### src/rtl/sobel_window_gen_pkg.sv
// Shared configuration for the Sobel window generator: image geometry,
// kernel size and the pixel/window types passed to conv_block_sobel.
package sobel_window_gen_pkg;

    localparam int NBIT        = 8;
    localparam int KERNEL_SIZE = 3;
    localparam int IMG_WIDTH   = 8;
    localparam int IMG_HEIGHT  = 6;

    typedef logic [NBIT-1:0] pixel_t;
    typedef pixel_t [KERNEL_SIZE-1:0] column_t;
    typedef pixel_t [KERNEL_SIZE-1:0][KERNEL_SIZE-1:0] window_t;

endpackage

### src/rtl/sobel_window_gen_if.sv
// Pixel stream in, KxK window stream out; the master side is the pixel
// source that also consumes the windows, the slave side is the generator.
interface sobel_window_gen_if;
    import sobel_window_gen_pkg::*;

    pixel_t  i_pixel;
    logic    i_pixel_valid;
    window_t o_data;
    logic    o_data_valid;
    logic    o_frame_done;

    modport master (
        output i_pixel, i_pixel_valid,
        input  o_data, o_data_valid, o_frame_done
    );

    modport slave (
        input  i_pixel, i_pixel_valid,
        output o_data, o_data_valid, o_frame_done
    );

endinterface

### src/rtl/sobel_window_gen_line_buffer.sv
// One image line of storage, circularly addressed by column, with a
// registered read that always returns the previous line's pixel at i_addr.
module line_buffer #(
    parameter int NBIT  = 8,
    parameter int DEPTH = 8,
    localparam int AW   = $clog2(DEPTH)
) (
    input  logic            i_clk,
    input  logic            i_wr_en,
    input  logic [AW-1:0]   i_addr,
    input  logic [NBIT-1:0] i_din,
    output logic [NBIT-1:0] o_dout
);

    localparam logic [AW-1:0] ADDR_LAST = AW'(DEPTH - 1);

    logic [NBIT-1:0] mem [DEPTH];
    logic [AW-1:0]   rd_addr;

    // The read is prefetched for the column the next accepted pixel will
    // use, so o_dout already holds the old entry when that write happens.
    always_comb begin
        rd_addr = i_addr;
        if (i_wr_en) begin
            rd_addr = (i_addr == ADDR_LAST) ? '0 : i_addr + 1'b1;
        end
    end

    always_ff @(posedge i_clk) begin
        if (i_wr_en) begin
            mem[i_addr] <= i_din;
        end
        o_dout <= mem[rd_addr];
    end

endmodule

### src/rtl/sobel_window_gen.sv
// Raster-order pixel stream to KxK neighbourhood generator ("valid" windows
// only) feeding conv_block_sobel.
module sobel_window_gen
    import sobel_window_gen_pkg::*;
(
    input  logic               i_clk,
    input  logic               i_rstn,
    sobel_window_gen_if.slave  bus
);

    localparam int K  = KERNEL_SIZE;
    localparam int AW = $clog2(IMG_WIDTH);
    localparam int YW = $clog2(IMG_HEIGHT);

    localparam logic [AW-1:0] X_LAST  = AW'(IMG_WIDTH - 1);
    localparam logic [YW-1:0] Y_LAST  = YW'(IMG_HEIGHT - 1);
    localparam logic [AW-1:0] X_FIRST = AW'(K - 1);
    localparam logic [YW-1:0] Y_FIRST = YW'(K - 1);

    logic [AW-1:0] x;
    logic [YW-1:0] y;
    pixel_t        lb_dout [K-1];
    column_t       new_col;
    window_t       window;
    window_t       window_next;
    logic          emit;
    logic          last_pixel;

    // Buffer k holds line y-1-k; each one feeds the next in the cascade.
    for (genvar k = 0; k < K - 1; k++) begin : g_lb
        if (k == 0) begin : g_head
            line_buffer #(.NBIT(NBIT), .DEPTH(IMG_WIDTH)) u_lb (
                .i_clk   (i_clk),
                .i_wr_en (bus.i_pixel_valid),
                .i_addr  (x),
                .i_din   (bus.i_pixel),
                .o_dout  (lb_dout[k])
            );
        end else begin : g_tail
            line_buffer #(.NBIT(NBIT), .DEPTH(IMG_WIDTH)) u_lb (
                .i_clk   (i_clk),
                .i_wr_en (bus.i_pixel_valid),
                .i_addr  (x),
                .i_din   (lb_dout[k-1]),
                .o_dout  (lb_dout[k])
            );
        end
    end

    always_comb begin
        new_col     = '0;
        window_next = window;
        new_col[K-1] = bus.i_pixel;
        for (int r = 0; r < K - 1; r++) begin
            new_col[r] = lb_dout[K-2-r];
        end
        for (int r = 0; r < K; r++) begin
            for (int c = 0; c < K - 1; c++) begin
                window_next[r][c] = window[r][c+1];
            end
            window_next[r][K-1] = new_col[r];
        end
    end

    // The x/y gates drop windows that would mix two lines or two frames.
    assign emit       = bus.i_pixel_valid && (x >= X_FIRST) && (y >= Y_FIRST);
    assign last_pixel = bus.i_pixel_valid && (x == X_LAST) && (y == Y_LAST);

    always_ff @(posedge i_clk or negedge i_rstn) begin
        if (!i_rstn) begin
            x                <= '0;
            y                <= '0;
            window           <= '0;
            bus.o_data       <= '0;
            bus.o_data_valid <= 1'b0;
            bus.o_frame_done <= 1'b0;
        end else begin
            bus.o_data_valid <= emit;
            bus.o_frame_done <= last_pixel;
            if (bus.i_pixel_valid) begin
                window <= window_next;
                if (emit) begin
                    bus.o_data <= window_next;
                end
                if (x == X_LAST) begin
                    x <= '0;
                    y <= (y == Y_LAST) ? '0 : y + 1'b1;
                end else begin
                    x <= x + 1'b1;
                end
            end
        end
    end

endmodule

### src/flat_wrapper.sv
// flat-port wrapper written by rule: the top's interface ports become plain ports
module sobel_window_gen_flat import sobel_window_gen_pkg::*;
  (i_clk, i_rstn, bus_i_pixel, bus_i_pixel_valid, bus_o_data, bus_o_data_valid, bus_o_frame_done);
  sobel_window_gen_if bus_i ();
  input  logic i_clk;
  input  logic i_rstn;
  input wire logic [$bits(bus_i.i_pixel)-1:0] bus_i_pixel;
  input wire logic [$bits(bus_i.i_pixel_valid)-1:0] bus_i_pixel_valid;
  output wire logic [$bits(bus_i.o_data)-1:0] bus_o_data;
  output wire logic [$bits(bus_i.o_data_valid)-1:0] bus_o_data_valid;
  output wire logic [$bits(bus_i.o_frame_done)-1:0] bus_o_frame_done;
  assign bus_i.i_pixel = bus_i_pixel;
  assign bus_i.i_pixel_valid = bus_i_pixel_valid;
  assign bus_o_data = bus_i.o_data;
  assign bus_o_data_valid = bus_i.o_data_valid;
  assign bus_o_frame_done = bus_i.o_frame_done;
  sobel_window_gen u_core (.i_clk(i_clk), .i_rstn(i_rstn), .bus(bus_i));
endmodule
### config.mk
export PLATFORM = sky130hd
export DESIGN_NAME = sobel_window_gen_flat
export DESIGN_NICKNAME = d
export VERILOG_FILES = /design/src/rtl/sobel_window_gen_pkg.sv /design/src/rtl/sobel_window_gen_if.sv /design/src/rtl/sobel_window_gen_line_buffer.sv /design/src/rtl/sobel_window_gen.sv /design/src/flat_wrapper.sv
export SDC_FILE = /design/constraint.sdc
export NUM_CORES = 1
export LEC_CHECK = 0
export ABC_AREA = 1
export CAP_MARGIN = 40
export CORE_MARGIN = 4
export CORE_UTILIZATION = 50
export CTS_CLUSTER_DIAMETER = 40
export DETAILED_ROUTE_END_ITERATION = 6
export PLACE_DENSITY_LB_ADDON = 0.12
export SLEW_MARGIN = 20
export SYNTH_ARGS = -nofsm -noshare
export SYNTH_HDL_FRONTEND = slang
export SYNTH_SLANG_ARGS = --single-unit
### constraint.sdc
create_clock -name i_clk -period 4.17 [get_ports i_clk]
set_input_delay 1.251 -clock i_clk [delete_from_list [all_inputs] [get_ports i_clk]]
set_output_delay 1.251 -clock i_clk [all_outputs]
set_load 0.02 [all_outputs]
After elaboration in Yosys (flattened, before gate mapping)
Memory sizes are Yosys's and may differ from the RTL's. A register that Yosys moved wholly into a read port is not among the register bits.
Cells that the tools add are included.
{"block": "word_totals", "input_bits": 11, "regBits": 128, "ramBits": 128, "romBits": 0, "latch_bits": 0, "output_inout_bits": 74, "elab_cells": 38, "n_memories": 2}
{"block": "classes", "n_reduce_logical": 6, "n_shift": 0, "div": 0, "add_sub_neg": 2, "mux": 5, "multipliers": 0, "bitwise_logic": 0, "eq_ne": 2, "order_cmp": 2}
{"name": "u_core.g_lb[0].g_head.u_lb.mem", "depth": 8, "width": 8, "rd": 1, "rd_ports_with_merged_regs": 1, "write_ports": 1, "line_no": "sobel_window_gen_line_buffer.sv:17", "text": "logic [NBIT-1:0] mem [DEPTH];"}
{"name": "u_core.g_lb[1].g_tail.u_lb.mem", "depth": 8, "width": 8, "rd": 1, "rd_ports_with_merged_regs": 1, "write_ports": 1, "line_no": "sobel_window_gen_line_buffer.sv:17"}
{"cell": "$mux 3", "n": 3}
{"cell": "$add 3x1->3 const B", "n": 2}
{"cell": "$eq 3x3->1 const B", "n": 2}
{"cell": "$ge 3x2->1 const B", "n": 2}
{"cell": "$logic_and 1x1->1", "n": 4}
{"cell": "$reduce_and 2->1", "n": 2}
{"cell": "$mux 1", "n": 2}

Depth between registers and ports, before layout
Gate-level depths: netlist (run 1).
{"block": "logic_depth", "depth_word": 4, "mapped_depth": 11, "ltp_nobuf": 9}

Hierarchy
Synthesis (run 1) repeated with hierarchy kept, for this count alone.
{"block": "unflattened", "hier_cells": 1153, "hier_area_um2": 11454.7}
{"mod": "line_buffer", "seq_area_each_um2": 2082.0, "instances": 2, "area_per_inst_um2": 3231.8, "cells_each": 313}
{"mod": "sobel_window_gen", "seq_area_each_um2": 3203.1, "instances": 1, "area_per_inst_um2": 4991.0, "cells_each": 527}

Least setup slack after synthesis (run 1)
Ideal clock, no wire load.
{"block": "synth_timing", "path_type": "input-to-reg", "start": "in bus_i_pixel_valid", "end": "mem u_core.g_lb[0].g_head.u_lb.mem[1][0] (enable)", "t_arrival_ns": 2.374, "stages": 4, "setup_ns": 0.388, "n_path_buf": 2, "setup_slack_ns": 1.407, "required_ns": 3.782, "path_cell_list": "nand2_2 -> buf_4 -> buf_2 -> nor2_1"}
{"block": "synth_via", "elab_chain_cells": 2}
{"item": "from (decl)", "line_no": "flat_wrapper.sv:8", "text": "input wire logic [$bits(bus_i.i_pixel_valid)-1:0] bus_i_pixel_valid;"}
{"item": "$mux 1", "line_no": "sobel_window_gen_line_buffer.sv:30", "text": "if (i_wr_en) begin"}
{"item": "$mux 1 (not written as such)", "line_no": "sobel_window_gen_line_buffer.sv:31", "text": "mem[i_addr] <= i_din;"}
{"item": "to (decl)", "line_no": "sobel_window_gen_line_buffer.sv:17"}
No other way between the ends.

Worst setup path in the final report (run 1)
{"block": "layout_timing", "start": "reg u_core.bus.o_data[70] (netlist name)", "end": "out bus_o_data[70]"}
{"item": "to (decl)", "line_no": "flat_wrapper.sv:9", "text": "output wire logic [$bits(bus_i.o_data)-1:0] bus_o_data;"}
No word-level cell between the ends.

==> results of run 1 <==
-- worst min path at each step --
stage,start,to,slack (ns),cells after the start
6_report,u_core.g_lb[1].g_tail.u_lb.o_dout[1],u_core.bus.o_data[17],0.45,2
5_1_grt,u_core.g_lb[1].g_tail.u_lb.o_dout[1],u_core.bus.o_data[17],0.46,2
4_1_cts,u_core.g_lb[1].g_tail.u_lb.o_dout[1],u_core.bus.o_data[17],0.46,2
3_5_place_dp,u_core.g_lb[1].g_tail.u_lb.o_dout[6],u_core.bus.o_data[22],0.46,2
3_3_place_gp,u_core.bus.o_data[22],u_core.bus.o_data[22],0.46,2
2_1_floorplan,u_core.g_lb[1].g_tail.u_lb.o_dout[0],u_core.bus.o_data[16],0.42,2
-- flip-flops by register name, summed over array words and instances (netlist names), 3 cells and up --
signal and cells:
u_core.g_lb.g_head.u_lb.mem 64, u_core.window 48, u_core.g_lb.g_tail.u_lb.mem 64, u_core.g_lb.g_head.u_lb.o_dout 8, u_core.g_lb.g_tail.u_lb.o_dout 8, u_core.y 3
u_core.x 3, u_core.bus.o_data 72
-- cell usage in the layout (no fill, tap or decap), types with 2 or more instances in the layout --
cell type,n
nand2_1,316
nand3_1,65
or2_1,2
bufinv_16,2
dfrtp_1,128
clkbuf_16,38
clkdlybuf4s50_1,82
inv_1,181
edfxtp_1,128
buf_4,20
clkinv_4,3
o21ai_2,2
clkinv_2,2
nand2_2,3
clkinvlp_4,3
o21ai_1,25
clkbuf_1,4
a21oi_1,2
ha_1,3
nand4_1,64
o21ai_0,71
inv_6,7
nor2_1,11
clkinv_1,4
clkbuf_8,3
dfxtp_1,16
inv_2,4
-- cell usage after synthesis, drive strengths merged --
master / count
nand2: 320
o21ai: 98
nor3: 1
clkbuf: 11
dfxtp: 16
mux2: 1
edfxtp: 128
nand4: 64
xnor2: 1
buf: 51
or2: 3
nor2: 11
nand3: 66
ha: 3
dfrtp: 128
inv: 185
a21oi: 2
-- kinds of logic (layout without fill, tap and decap cells) --
logic type	count (synthesis)	after routing
other cells	0	1
simple gates	465	465
compound gates	100	100
flops	272	272
xor+xnor	1	1
fa+ha+maj	3	3
mux	1	1
buf+inv	247	357
-- area by class of cell --
class,count,area [um^2],share of cell area [%]
clock buffer,45,1007,7.611
sequential,272,7367,55.67
multi-input combinational,570,2582,19.51
timing repair buffer,106,1035,7.819
tap,280,350.3,2.647
inverter,185,694.4,5.247
antenna,1,2.502,0.01891
clock inverter,21,195.2,1.475
-- power groups by stage --
stage / Combinational [uW] / Sequential (uW) / Clock (uW)
finish: 3260 / 4140 / 3010
global route: 3630 / 4240 / 3200
CTS: 3290 / 4160 / 3080
detailed placement: 3270 / 4200 / 0
global placement: 3220 / 4190 / 0
floorplan: 1770 / 4410 / 0
-- through the flow --
stage / area, um^2 / power, uW / utilization [%] / worst slack, ns
after floorplan: 11020 / 6184 / - / 1.407
after global routing: 13230 / 11070 / 60.83 / 1.324
after detailed placement: 12010 / 7469 / 55.20 / 1.112
final: 13230 / 10420 / 60.83 / 1.394
after global placement: 11980 / 7414 / 55.07 / 1.168
after CTS: 13210 / 10520 / 60.73 / 1.369
-- routing by layer --
| metal | part of all wire [%] | vias to the layer above | GRT usage, % | wire (um) |
|---|---|---|---|---|
| met1 | 45 | 3556 | 28.35 | 10900 |
| met3 | 6.0 | 45 | 3.955 | 1470 |
| met4 | 2.4 | 0 | 6.198 | 589 |
| met2 | 47 | 209 | 32.65 | 11440 |
| li1 | - | 3673 | - | - |
| met5 | 0 | - | 0 | 0 |
==> flow_summary.yaml, run 1 <==
status:
  status: "complete, no violations"
power_and_ir_drop:
  net-switching-power_uw: 3684
  clockPowerShare_pct: 28.9
  p_int_uw: 6731
  netSwitchingFraction_pct: 35.37
  power_density_mw_per_mm2: 787.0
  power.leakage_uw: 0.006103
  ir_drop_mv: 0.4315
  pwr-share-comb_pct: 31.3
  p_seq_share_pct: 39.8
placed_design:
  place_congestion: 0.8290
  port_buffers: 84
  dp_cells: 1412
  dp_hpwl_um: 14170
worst_setup_path:
  setup.worst_path.start: "u_core.bus.o_data[70]"
  crit_path_end_kind: "output port"
  path_class: "flip-flop to output port"
  cp.arrival_ns: 1.52
  cp.depth: 1
  r2r_slack_ns: 1.74
  cp_cell_sequence: "clkdlybuf4s50_1"
  max_stage_delay_ns: 0.62
  critPathLaunchType: "flip-flop"
  worstPathRequired_ns: 2.92
  worstPathMaxFanout: 2
  timing.rr.end: "u_core.g_lb[0].g_head.u_lb.o_dout[6]"
  cpMaxStageDelayCell: "clkdlybuf4s50_1"
  critPathTopFamily: "buffers and inverters"
  r2r-start: "u_core.x[1]"
  crit_path_end: "bus_o_data[70]"
  reg2regPathDepth: 10
  path_buf_inv: 1
clocking:
  numCtsBuffers: 36
  clk_pin_slew_ns: 0.06
  cts_root_buf: "clkbuf_16"
  cts_buffer_depth: 3
  holdBufCountCts: 0
  clk_latency_ns: 0.51
  clock-sinks: 272
  cts_tree: "built"
  cts_resized: 0
  cts_setup_buffers: 0
  htreeDepth: 2
drt:
  route.detailed.wl_per_inst_um: 16.49
  wl_um: 24400
  drc: 0
  final_antenna_net_count: 0
  first_pass_iters: 5
  viasPerCell: 5.056
  drtIter0Drc: 613
  vias: 7483
layout:
  fin_cells: 1480
  layout-drive-gt1-share_pct: 7.923
  final_nets: 1185
  syn_to_final_growth_pct: 20.07
  fillCellCount: 1842
timing:
  post-route-min-period_ns: 2.776
  final_max_slew_viol_count: 0
  setup_viol: 0
  finClkSkew_ns: 0.02150
  whs_ns: 0.4516
  worst_slew_pin_slew_ns: 0.7944
  fin_setup_tns_ns: 0
  finalCritPeriodShare_pct: 66.57
  max_freq_mhz: 360.3
  relSlewSlack_pct: 47.04
  final-hold-violation-count: 0
  rsz0062_at_grt: "no"
job:
  drv_cap: 0
synthesis:
  netlist_area_mm2: 0.01102
  syn_nets: 1103
  synth-compound-area-share_pct: 4.609
  synthCells: 1089
  synth_xor_xnor_area_share_pct: 0.07946
  yosysSeqAreaShare_pct: 66.84
  synth_top_family_by_area: "simple AND/OR/NAND/NOR gates"
  yosysTopAreaCellShare_pct: 34.87
  yosys.area.top_type: "edfxtp_1"
  ys_ff_latch: 272
  synth_mux_area_share_pct: 0.1022
  syn_avg_cell_area_um2: 10.12
  ys_warn_count: 0
  synth.top_cells.by_area: "edfxtp_1 (35%), dfrtp_1 (29%), nand2_1 (11%)"
  synthSimpleGateAreaFrac_pct: 18.23
  yosysUniqueCellTypes: 26
  synth_fa_ha_area_share_pct: 0.3406
grt:
  grt_pass1_vias: 7330
  grt-ovfl-total: 0
  grt_usage_pct: 20.31
  antenna_found_initial: 1
  grt_pass1_wl_um: 39500
  grt_max_degree: 98
die:
  core_mm2: 0.02176
  die_h_um: 156.5
  io-pin-count: 85
  die_area_mm2: 0.02448
  die_w_um: 156.5
  num_rows: 54
  initial_core_util_pct: 50.66
min_path:
  hold_path_class: "flip-flop to flip-flop"
(Power assumes the default switching activity.)
==> run 2: changes to the inputs <==
- clock period: 4.17 -> 2.45 ns (I/O delays scaled with it)
==> flow_summary.yaml, run 2 (synthesis gave the netlist of run 1 again) <==
clocking:
  cts_root_buf: "clkbuf_16"
  cts_setup_buffers: 0
  cts_buffer_depth: 3
  clock-sinks: 272
  htreeDepth: 2
  clk_latency_ns: 0.51
  holdBufCountCts: 0
  numCtsBuffers: 35
  cts_resized: 0
  cts_tree: "built"
  clk_pin_slew_ns: 0.05
worst_setup_path:
  crit_path_end: "bus_o_data[17]"
  path_class: "flip-flop to output port"
  worstPathRequired_ns: 1.71
  cp_cell_sequence: "clkdlybuf4s50_1"
  setup.worst_path.start: "u_core.bus.o_data[17]"
  cp.arrival_ns: 1.52
  reg2regPathDepth: 7
  critPathTopFamily: "buffers and inverters"
  path_buf_inv: 1
  max_stage_delay_ns: 0.62
  crit_path_end_kind: "output port"
  critPathLaunchType: "flip-flop"
  cpMaxStageDelayCell: "clkdlybuf4s50_1"
  cp.depth: 1
  worstPathMaxFanout: 2
  timing.rr.end: "u_core.g_lb[1].g_tail.u_lb.o_dout[7]"
  r2r-start: "u_core.x[1]"
  r2r_slack_ns: 0.43
timing:
  max_freq_mhz: 444.0
  relSlewSlack_pct: 54.49
  setup_viol: 0
  post-route-min-period_ns: 2.252
  fin_setup_tns_ns: 0
  final-hold-violation-count: 0
  worst_slew_pin_slew_ns: 0.6816
  rsz0062_at_grt: "no"
  final_max_slew_viol_count: 0
  finClkSkew_ns: 0.02309
  finalCritPeriodShare_pct: 91.93
min_path:
  hold_path_class: "primary input to async pin"
layout:
  fin_cells: 1479
  syn_to_final_growth_pct: 20.74
  fillCellCount: 1798
  final_nets: 1189
  layout-drive-gt1-share_pct: 8.173
  largest_reg_flops: 72
  reg.largest.list: "u_core.bus.o_data: 72 flops, u_core.g_lb.g_head.u_lb.mem: 64 flops, u_core.g_lb.g_tail.u_lb.mem: 64 flops"
  antennaDiodeCount: 0
  final_common_cell: "nand2_1"
  final_cell_mix: "nand2_1 (316), inv_1 (181), dfrtp_1 (128), edfxtp_1 (128), clkdlybuf4s50_1 (82)"
  regMostFlops: "u_core.bus.o_data"
status:
  status: "complete, no violations"
drt:
  wl_um: 24280
  vias: 7503
  first_pass_iters: 4
  route.detailed.wl_per_inst_um: 16.41
  drc: 0
  final_antenna_net_count: 0
  drtIter0Drc: 446
  viasPerCell: 5.073
placed_design:
  port_buffers: 84
  dp_cells: 1418
  place_congestion: 0.7989
  dp_hpwl_um: 14400
power_and_ir_drop:
  power.leakage_uw: 0.006152
  ir_drop_mv: 0.7445
  power_density_mw_per_mm2: 1337
die:
  core_mm2: 0.02176
  die_area_mm2: 0.02448
  initial_core_util_pct: 50.66
  io-pin-count: 85
  die_h_um: 156.5
  die_w_um: 156.5
  num_rows: 54
grt:
  grt_usage_pct: 20.42
  grt_max_degree: 69
  antenna_found_initial: 0
  grt_pass1_wl_um: 39260
  grt_pass1_vias: 7388
  grt-ovfl-total: 0
job:
  drv_cap: 0
[run 2: worst min-delay path by stage]
stage	endpoint	slack, ns	cells after the start
after floorplan	u_core.bus.o_data[16]	0.42	2
after global placement	u_core.window[33]	0.46	2
after detailed placement	u_core.bus.o_data[20]	0.46	2
after CTS	u_core.bus.o_data[4]	0.18	1
after global routing	u_core.bus.o_data[10]	0.20	1
final	u_core.bus.o_data[4]	0.18	1
[run 2: area by class of cell]
class,instances,area (um^2),share of cell area (%)
Sequential cell,272,7367,55.36
Multi-Input combinational cell,570,2582,19.41
Timing Repair Buffer,111,1115,8.377
Clock buffer,48,1027,7.719
Inverter,185,694.4,5.218
Tap cell,280,350.3,2.633
Clock inverter,13,171.4,1.288
[run 2: through the flow]
step,total power [uW],setup WS [ns],cell area [um^2],utilization (%),hold slack (ns)
floorplan,10530,0.2032,11020,-,0.4207
global placement,12690,0.3584,12110,55.66,0.4595
detailed placement,12790,0.3189,12110,55.66,0.4645
CTS,17980,0.1790,13310,61.17,0.1795
global route,18940,0.1445,13310,61.17,0.1998
finish,17800,0.1978,13310,61.17,0.1795
[run 2: where the power goes]
group          internal, uW  switching (uW)
clock                  3270            1870
sequential             6240             826
combinational          2120            3470
[run 2: metal layers]
metal,up-vias,part of all wire (%),track usage (%)
li1,3667,-,-
met1,3588,44,27.27
met2,196,48,33.50
met3,52,5.2,3.761
met4,0,2.7,7.893
met5,-,0,0
==> run 3: changes to the inputs <==
- GPL_ROUTABILITY_DRIVEN: unset -> 1
==> results of run 3 <==
No change in the layout: final DEF, timing and power equal those of run 2.
